### src/rtl/button_direction_ctrl.sv
// -----------------------------------------------------------------------------
// button_direction_ctrl
//
// Turns four raw push buttons into single, fixed-length one-hot move pulses
// for a game core. Each button is synchronized (two flops), debounced by an
// independent mismatch counter, and then a small FSM issues exactly one pulse
// per clean single-button press. Simultaneous multi-button presses are
// discarded with a one-cycle 'rejected' pulse. A press is never repeated while
// held, and a button that was already down while the core refused moves
// (enable low) has to be released before it can fire.
//
// Parameters
//   DEBOUNCE_CYCLES : consecutive mismatching cycles before a debounced level
//                     flips (2 .. 2^20)
//   PULSE_CYCLES    : cycles a direction code is held per press (2 .. 255)
//
// Ports
//   clk        in   system clock, rising edge
//   rst        in   asynchronous, active-high reset
//   btn_up     in   raw button -> direction 0001 (top)
//   btn_down   in   raw button -> direction 0010 (bottom)
//   btn_left   in   raw button -> direction 0100 (left)
//   btn_right  in   raw button -> direction 1000 (right)
//   enable     in   synchronous; game core accepts moves (sampled in ARMED)
//   direction  out  registered one-hot move code, 0000 when idle
//   rejected   out  registered one-cycle pulse on a multi-button press
// -----------------------------------------------------------------------------
module button_direction_ctrl #(
  parameter int DEBOUNCE_CYCLES = 500000,
  parameter int PULSE_CYCLES    = 4
) (
  input  logic       clk,
  input  logic       rst,
  input  logic       btn_up,
  input  logic       btn_down,
  input  logic       btn_left,
  input  logic       btn_right,
  input  logic       enable,
  output logic [3:0] direction,
  output logic       rejected
);

  localparam int CNT_W = $clog2(DEBOUNCE_CYCLES + 1);
  localparam logic [CNT_W-1:0] CNT_LAST  = CNT_W'(DEBOUNCE_CYCLES - 1);
  localparam logic [7:0]       HOLD_LAST = 8'(PULSE_CYCLES - 1);

  // Bit order matches the direction code, so a one-hot debounced vector is
  // directly the move code.
  logic [3:0] btn_raw;
  assign btn_raw = {btn_right, btn_left, btn_down, btn_up};

  // ---------------------------------------------------------------------------
  // Two-flop synchronizers
  // ---------------------------------------------------------------------------
  logic [3:0] sync1_reg;
  logic [3:0] sync2_reg;

  always_ff @(posedge clk or posedge rst) begin
    if (rst) begin
      sync1_reg <= 4'b0000;
      sync2_reg <= 4'b0000;
    end else begin
      sync1_reg <= btn_raw;
      sync2_reg <= sync1_reg;
    end
  end

  // ---------------------------------------------------------------------------
  // Debouncers: one counter per button. The counter runs while the
  // synchronized input disagrees with the debounced level and clears as soon
  // as they agree; reaching DEBOUNCE_CYCLES consecutive disagreements flips
  // the level.
  // ---------------------------------------------------------------------------
  logic [3:0] level;

  generate
    for (genvar gi = 0; gi < 4; gi++) begin : g_debounce
      logic [CNT_W-1:0] cnt_reg;
      logic             lvl_reg;

      always_ff @(posedge clk or posedge rst) begin
        if (rst) begin
          cnt_reg <= '0;
          lvl_reg <= 1'b0;
        end else if (sync2_reg[gi] != lvl_reg) begin
          if (cnt_reg == CNT_LAST) begin
            cnt_reg <= '0;
            lvl_reg <= ~lvl_reg;
          end else begin
            cnt_reg <= cnt_reg + CNT_W'(1);
          end
        end else begin
          cnt_reg <= '0;
        end
      end

      assign level[gi] = lvl_reg;
    end
  endgenerate

  logic any_high;
  logic one_high;
  assign any_high = |level;
  // Clearing the lowest set bit leaves zero only for a single set bit.
  assign one_high = any_high && ((level & (level - 4'd1)) == 4'b0000);

  // ---------------------------------------------------------------------------
  // Pulse FSM
  // ---------------------------------------------------------------------------
  typedef enum logic [1:0] {
    ST_ARMED,
    ST_FIRE,
    ST_WAIT_RELEASE
  } state_t;

  state_t     state_reg,  state_next;
  logic [3:0] dir_reg,    dir_next;
  logic       rej_reg,    rej_next;
  logic [7:0] hold_reg,   hold_next;
  // Set when a button is down in ARMED while enable is low; such a press is
  // stale and must be released before anything can fire.
  logic       stale_reg,  stale_next;

  always_ff @(posedge clk or posedge rst) begin
    if (rst) begin
      state_reg <= ST_ARMED;
      dir_reg   <= 4'b0000;
      rej_reg   <= 1'b0;
      hold_reg  <= 8'd0;
      stale_reg <= 1'b0;
    end else begin
      state_reg <= state_next;
      dir_reg   <= dir_next;
      rej_reg   <= rej_next;
      hold_reg  <= hold_next;
      stale_reg <= stale_next;
    end
  end

  always_comb begin
    state_next = state_reg;
    dir_next   = dir_reg;
    rej_next   = 1'b0;
    hold_next  = hold_reg;
    stale_next = stale_reg;

    case (state_reg)
      ST_ARMED: begin
        dir_next  = 4'b0000;
        hold_next = 8'd0;
        if (!any_high) begin
          stale_next = 1'b0;
        end
        if (!enable) begin
          if (any_high) begin
            stale_next = 1'b1;
          end
        end else if (!stale_reg && any_high) begin
          if (one_high) begin
            state_next = ST_FIRE;
            dir_next   = level;
          end else begin
            state_next = ST_WAIT_RELEASE;
            rej_next   = 1'b1;
          end
        end
      end

      ST_FIRE: begin
        // Code is frozen here; enable and buttons are deliberately ignored.
        if (hold_reg == HOLD_LAST) begin
          state_next = ST_WAIT_RELEASE;
          dir_next   = 4'b0000;
          hold_next  = 8'd0;
        end else begin
          hold_next = hold_reg + 8'd1;
        end
      end

      ST_WAIT_RELEASE: begin
        dir_next   = 4'b0000;
        stale_next = 1'b0;
        if (!any_high) begin
          state_next = ST_ARMED;
        end
      end

      default: begin
        state_next = ST_ARMED;
        dir_next   = 4'b0000;
        hold_next  = 8'd0;
        stale_next = 1'b0;
      end
    endcase
  end

  assign direction = dir_reg;
  assign rejected  = rej_reg;

endmodule
### config.mk
export PLATFORM = sky130hd
export DESIGN_NAME = button_direction_ctrl
export DESIGN_NICKNAME = d
export VERILOG_FILES = /design/src/rtl/button_direction_ctrl.sv
export SDC_FILE = /design/constraint.sdc
export NUM_CORES = 1
export LEC_CHECK = 0
export BUFFER_PORTS_ARGS = -buffer_cell sky130_fd_sc_hd__buf_2
export CORE_ASPECT_RATIO = 0.75
export CORE_UTILIZATION = 40
export DETAILED_ROUTE_END_ITERATION = 10
export HOLD_SLACK_MARGIN = 0.1
export PLACE_DENSITY_LB_ADDON = 0.15
export SYNTH_ARGS = -nofsm -noshare
export SYNTH_HDL_FRONTEND = slang
export SYNTH_SLANG_ARGS = --single-unit
export TNS_END_PERCENT = 30
### constraint.sdc
create_clock -name clk -period 4.14 [get_ports clk]
set_clock_uncertainty 0.1 [all_clocks]
set_input_delay 0.414 -clock clk [delete_from_list [all_inputs] [get_ports clk]]
set_output_delay 0.414 -clock clk [all_outputs]
set_load 0.005 [all_outputs]
# Word-level counts from Yosys, hierarchy flattened
# Index checks and enable logic that the tools add are counted.
# word_totals
out_inout_bits,5
reg_bits,104
input_bits,7
# op_classes
bitwise,5
add_sub_neg,6
reduce_logical,11
muxes,29
eq_ne,15
# ops
cell,n
19-bit 2-to-1 mux,8
19-bit by 1-bit adder with 19-bit output (second input constant),4
19-bit == test (second input constant),4
4-bit 2-to-1 mux,4
8-bit case mux with 2 select lines,1
2-bit 2-to-1 mux,5
8-bit by 1-bit adder with 8-bit output (second input constant),1
8-bit by 2-bit == test with 1-bit output (second input constant),1
8-bit 2-to-1 mux,1
2-bit inequality test (second input constant),4
4-bit case mux with 2 select lines,1
2-bit AND reduction,4
1-bit 2-to-1 mux,7
2-bit case mux with 3 select lines,1
4-bit bitwise AND,1
4-bit logical NOT,1
1-bit inequality test,4
1-bit NOT,4
4-bit AND reduction,1
4-bit OR reduction,1
4-bit by 1-bit subtractor with 4-bit output (second input constant),1
2-bit by 1-bit == test with 1-bit output (second input constant),1
2-bit == test (second input constant),1
1-bit logical AND,2
other kinds (3),3

# Logic depth before layout (Yosys ltp)
# logic_depth
word_depth,8
depth_mapped,7
depth_no_buf,5

# Least setup slack after synthesis
# OpenSTA, ideal clock, no wires.
# synth_timing
path_type,register to register
from,reg g_debounce[0].cnt_reg[0]
to,reg g_debounce[0].cnt_reg[10]
path_slack_ps,2103
setup_ps,121
stages_incl_launch_ff,8
period_less_slack_ps,2037
required_ps,3919
t_arrival_ps,1815
cell_sequence,dfrtp_1 -> ha_1 -> and4_1 -> clkbuf_1 -> nand4_1 -> o21ai_1 -> buf_2 -> nor2_1
# synth_via
elab_chain_cells,3
word_cells_on_any_way,4
cone_classes,add/sub (1); eq/ne (1); mux (2)
# synth_lines
item,line_no,text
"start, declared",78,logic [CNT_W-1:0] cnt_reg;
"start signal, assigned",90,cnt_reg <= cnt_reg + CNT_W'(1);
19-bit by 1-bit adder with 19-bit output or 19-bit == test (tied branches),"90, 86",
19-bit 2-to-1 mux (*),86,if (cnt_reg == CNT_LAST) begin
19-bit 2-to-1 mux (*),85,end else if (sync2_reg[gi] != lvl_reg) begin
# Every way passes the cells marked *; elsewhere a longest branch is shown, timed or not.
# A chain may end at the register's enable or synchronous reset.

# Final worst setup path
# layout_timing
from,reg g_debounce[0].cnt_reg[0]
to,reg g_debounce[0].cnt_reg[12]
# Same word-level chain as after synthesis.

==> impl_table.tex <==
\begin{tabular}{lr}
\hline
Metric & Value \\
\hline
\multicolumn{2}{l}{\textbf{Run status}} \\
\quad Status & completed \\
\multicolumn{2}{l}{\textbf{Yosys}} \\
\quad Avg Cell Area, Syn & 9.99 sq um \\
\quad Count of different cell masters after synthesis & 44 \\
\quad Synth area leaders & sky130\_fd\_sc\_hd\_\_dfrtp\_1, sky130\_fd\_sc\_hd\_\_xnor2\_1, sky130\_fd\_sc\_hd\_\_nor2\_1 \\
\quad Proportion of register bits with asynchronous set or reset after synthesis & 1.00 \\
\quad Cell taking the most area after synthesis & sky130\_fd\_sc\_hd\_\_dfrtp\_1 \\
\quad Area share of the largest cell type after synthesis & 0.523 \\
\quad Number of flops mapped to enable cells by yosys & 0 \\
\quad Post-synthesis register bit count & 104 \\
\quad Net count of the mapped netlist & 510 \\
\quad Most frequently used flop master after synthesis & sky130\_fd\_sc\_hd\_\_dfrtp\_1 \\
\quad Top-count cell post-synth & sky130\_fd\_sc\_hd\_\_dfrtp\_1 \\
\quad Netlist Area Pre-Place & 4970 sq um \\
\quad Total of warnings raised by yosys & 0 \\
\quad Number of cells produced by synthesis & 498 \\
\quad Most used standard cells in the synthesized netlist & sky130\_fd\_sc\_hd\_\_dfrtp\_1, sky130\_fd\_sc\_hd\_\_nor2\_1, sky130\_fd\_sc\_hd\_\_nand2\_1 \\
\quad Share of the yosys chip area belonging to registers & 0.523 \\
\multicolumn{2}{l}{\textbf{Critical path}} \\
\quad Kind of cell with the highest combined delay on the critical path & compound AO/OA/AOI/OAI gates \\
\quad Worst path cell trace & ha\_1 > and4\_1 > nand4\_1 > o21ai\_1 > nor2\_1 \\
\quad Number of buffer and inverter instances along the worst setup path & 0 \\
\quad CP endpoint kind & flop \\
\quad Critical setup path kind & reg -> reg \\
\quad Largest fanout of any net on the critical path & 18 \\
\quad Slowest CP cell & sky130\_fd\_sc\_hd\_\_o21ai\_1 \\
\quad Crit start category & flop \\
\quad Worst path required time & 4.21 ns \\
\quad Arrival time reported for the critical path endpoint & 2.58 ns \\
\quad Slowest stage delay, CP & 0.97 ns \\
\multicolumn{2}{l}{\textbf{Clock network}} \\
\quad Clock transition at path regs & 0.06 ns \\
\quad Latest clock arrival within the worst-skew pair & 0.34 ns \\
\quad CTS sink count & 104 \\
\quad Clock Path Buffers & 2 \\
\quad Root Buffer Master & sky130\_fd\_sc\_hd\_\_clkbuf\_16 \\
\quad Inserted Clock Buffers & 9 \\
\quad TritonCTS clock tree & built \\
\quad Resized cells post-CTS & 0 \\
\quad Number of H-tree branching levels & 3 \\
\multicolumn{2}{l}{\textbf{GRT}} \\
\quad Overall track demand over capacity in global routing & 0.160 \\
\quad First-pass GRT wire length & 16400 um \\
\quad Total global routing overflow & 0 \\
\quad Antenna violations before repair & 0 \\
\quad Largest net degree at the start of global routing & 81 \\
\quad Vias in the first global route & 3447 \\
\multicolumn{2}{l}{\textbf{Finish}} \\
\quad Non-filler instance count after layout & 677 \\
\quad Layout net count & 522 \\
\quad Number of antenna cells inserted & 0 \\
\quad Number of flip-flops in the largest register & 76 \\
\quad Final core utilization & 0.464 \\
\quad Syn-to-layout area delta & 10.6\% \\
\quad Share of layout cells above drive strength 1 & 0.0893 \\
\multicolumn{2}{l}{\textbf{Detailed routing}} \\
\quad DRC violations left & 0 \\
\quad Via count normalized by instance count & 5.29 \\
\quad DR iter-0 viols & 258 \\
\quad Vias after detailed routing & 3580 \\
\quad Antenna-violating nets left & 0 \\
\quad Routed wire length & 9210 um \\
\quad Initial DRT Pass Iterations & 4 \\
\quad Routed wirelength normalized by instance count & 13.6 um \\
\multicolumn{2}{l}{\textbf{Pwr}} \\
\quad Clock share of power & 0.419 \\
\quad Share of total power in combinational logic & 0.032 \\
\quad Power density over the cells & 345 nW/um\^{}2 \\
\quad Switching share of power & 0.215 \\
\quad Internal Pwr Total & 0.00149 W \\
\quad VDD IR-drop max & 0.000197 V \\
\quad Total net switching power & 0.000408 W \\
\quad Leakage dissipation & 2.28 nW \\
\quad Power share of the sequential group & 0.549 \\
\multicolumn{2}{l}{\textbf{STA}} \\
\quad Minimum period implied by the final worst setup slack & 2.51 ns \\
\quad Hold Vio Cnt, Final & 0 \\
\quad Final hold slack & 0.194 ns \\
\quad Final setup violating endpoints & 0 \\
\quad Worst-margin pin slew & 1.25 ns \\
\quad Max Clk Rate & 399 MHz \\
\quad Share of the cycle needed by the critical path after routing & 0.605 \\
\quad Final-report max-slew violation count & 0 \\
\quad RSZ-0062 raised after global routing & false \\
\quad Total Negative Setup Slacks & 0 ns \\
\quad Slew Limit Headroom & 0.166 \\
\multicolumn{2}{l}{\textbf{Placement}} \\
\quad Number of buffers inserted by port buffering & 11 \\
\quad Weighted congestion at the end of routability-driven global placement & 0.834 \\
\quad Cell Count Post-Placement & 657 \\
\quad Half-perimeter wire length after detailed placement & 6270 um \\
\multicolumn{2}{l}{\textbf{Floorplanning}} \\
\quad Die W & 131 um \\
\quad Number of placed I/O pins & 12 \\
\quad Starting density of the core & 0.419 \\
\quad Overall die area & 12900 sq um \\
\quad Die Span Y & 98.6 um \\
\quad Area of the core & 11900 sq um \\
\quad Placement row count & 34 \\
\multicolumn{2}{l}{\textbf{Worst hold path}} \\
\quad Class of the tightest hold or removal check & in -> async \\
\multicolumn{2}{l}{\textbf{Run}} \\
\quad Max cap viols & 0 \\
\hline
\end{tabular}
[power by group through the flow]
stage	clock [W]	sequential [W]	combinational, W
after floorplan	0	0.00106	0.0000441
after global placement	0	0.00106	0.0000614
after detailed placement	0	0.00106	0.0000614
after CTS	0.000827	0.00104	0.0000645
after global routing	0.000864	0.00104	0.0000737
final	0.000795	0.00104	0.0000615
[worst reg2reg max path, delay by kind of cell (launching register included)]
family                   cells  cell delay (ns)
AO/OA/AOI/OAI                1             0.97
adder cells (fa/ha/maj)      1             0.22
flip-flops                   1             0.39
AND/OR/NAND/NOR              3             0.67
[layer usage]
layer / vias up / part of all wire / GRT usage
li1: 1793 / - / -
met1: 1724 / 0.53 / 0.234
met2: 54 / 0.43 / 0.236
met3: 9 / 0.032 / 0.0413
met4: 0 / 0.0080 / 0.0389
met5: - / 0 / 0
[through the flow]
stage	instance area, sq um	setup slack, ns	total power [W]
floorplan	4970	0.894	0.00110
global placement	5180	1.69	0.00112
detailed placement	5180	1.62	0.00112
CTS	5500	1.63	0.00193
global route	5500	1.36	0.00198
finish	5500	1.63	0.00190
[cells in the final DEF (no fill, tap or decap), drive strengths merged, types with 2 or more instances in the layout]
cell type / instances
dfrtp: 104
nor2: 65
nand2: 32
xnor2: 28
nand3: 27
xor2: 26
a21oi: 24
o21ai: 22
nand4: 20
or3: 16
inv: 14
buf: 14
clkbuf: 14
nor3: 11
and4: 11
or4: 10
nor4: 10
o31ai: 9
a22o: 8
and2: 7
nor4b: 6
and3: 5
mux2: 5
ha: 5
or2: 4
dlygate4sd3: 4
a21o: 2
or4b: 2
clkinv: 2
[final timing paths]
kind	from	endpoint	slack, ns	depth (start not counted)
hold reg to reg	sync1_reg[1]	sync2_reg[1]	0.25	0
hold / removal	rst	sync1_reg[2]	0.19	2
setup reg to reg	g_debounce[0].cnt_reg[0]	g_debounce[0].cnt_reg[12]	1.63	5
min in group clk	sync1_reg[1]	sync2_reg[1]	0.25	0
max in group asynchronous	rst	sync1_reg[1]	2.84	3
setup / recovery	g_debounce[0].cnt_reg[0]	g_debounce[0].cnt_reg[12]	1.63	5
[cells by family (layout without fill, tap and decap cells)]
group                      Yosys count  after routing  synth area share
buffers and inverters               31             48            0.0252
adders and majority gates            6              6            0.0146
DFF                                104            104             0.523
muxes                                6              6            0.0133
and+or+nand+nor                    230            230             0.247
AOI/OAI and AO/OA                   67             67            0.0820
xor gates and xnor gates            54             54            0.0951
[repair_timing]
action	CTS	global route
setup buffers	0	0
endpoints found under the hold margin	4	0
hold buffers	4	0
[cell type report]
cell class	instances	area [sq um]
fillers	1146	6370
repair buffers	18	118
flip-flops and latches	104	2600
multi-input cells	363	2250
clock inverters	2	13.8
well taps	162	203
inverters	14	55.1
clock buffers	14	264
(Power assumes the default switching activity.)
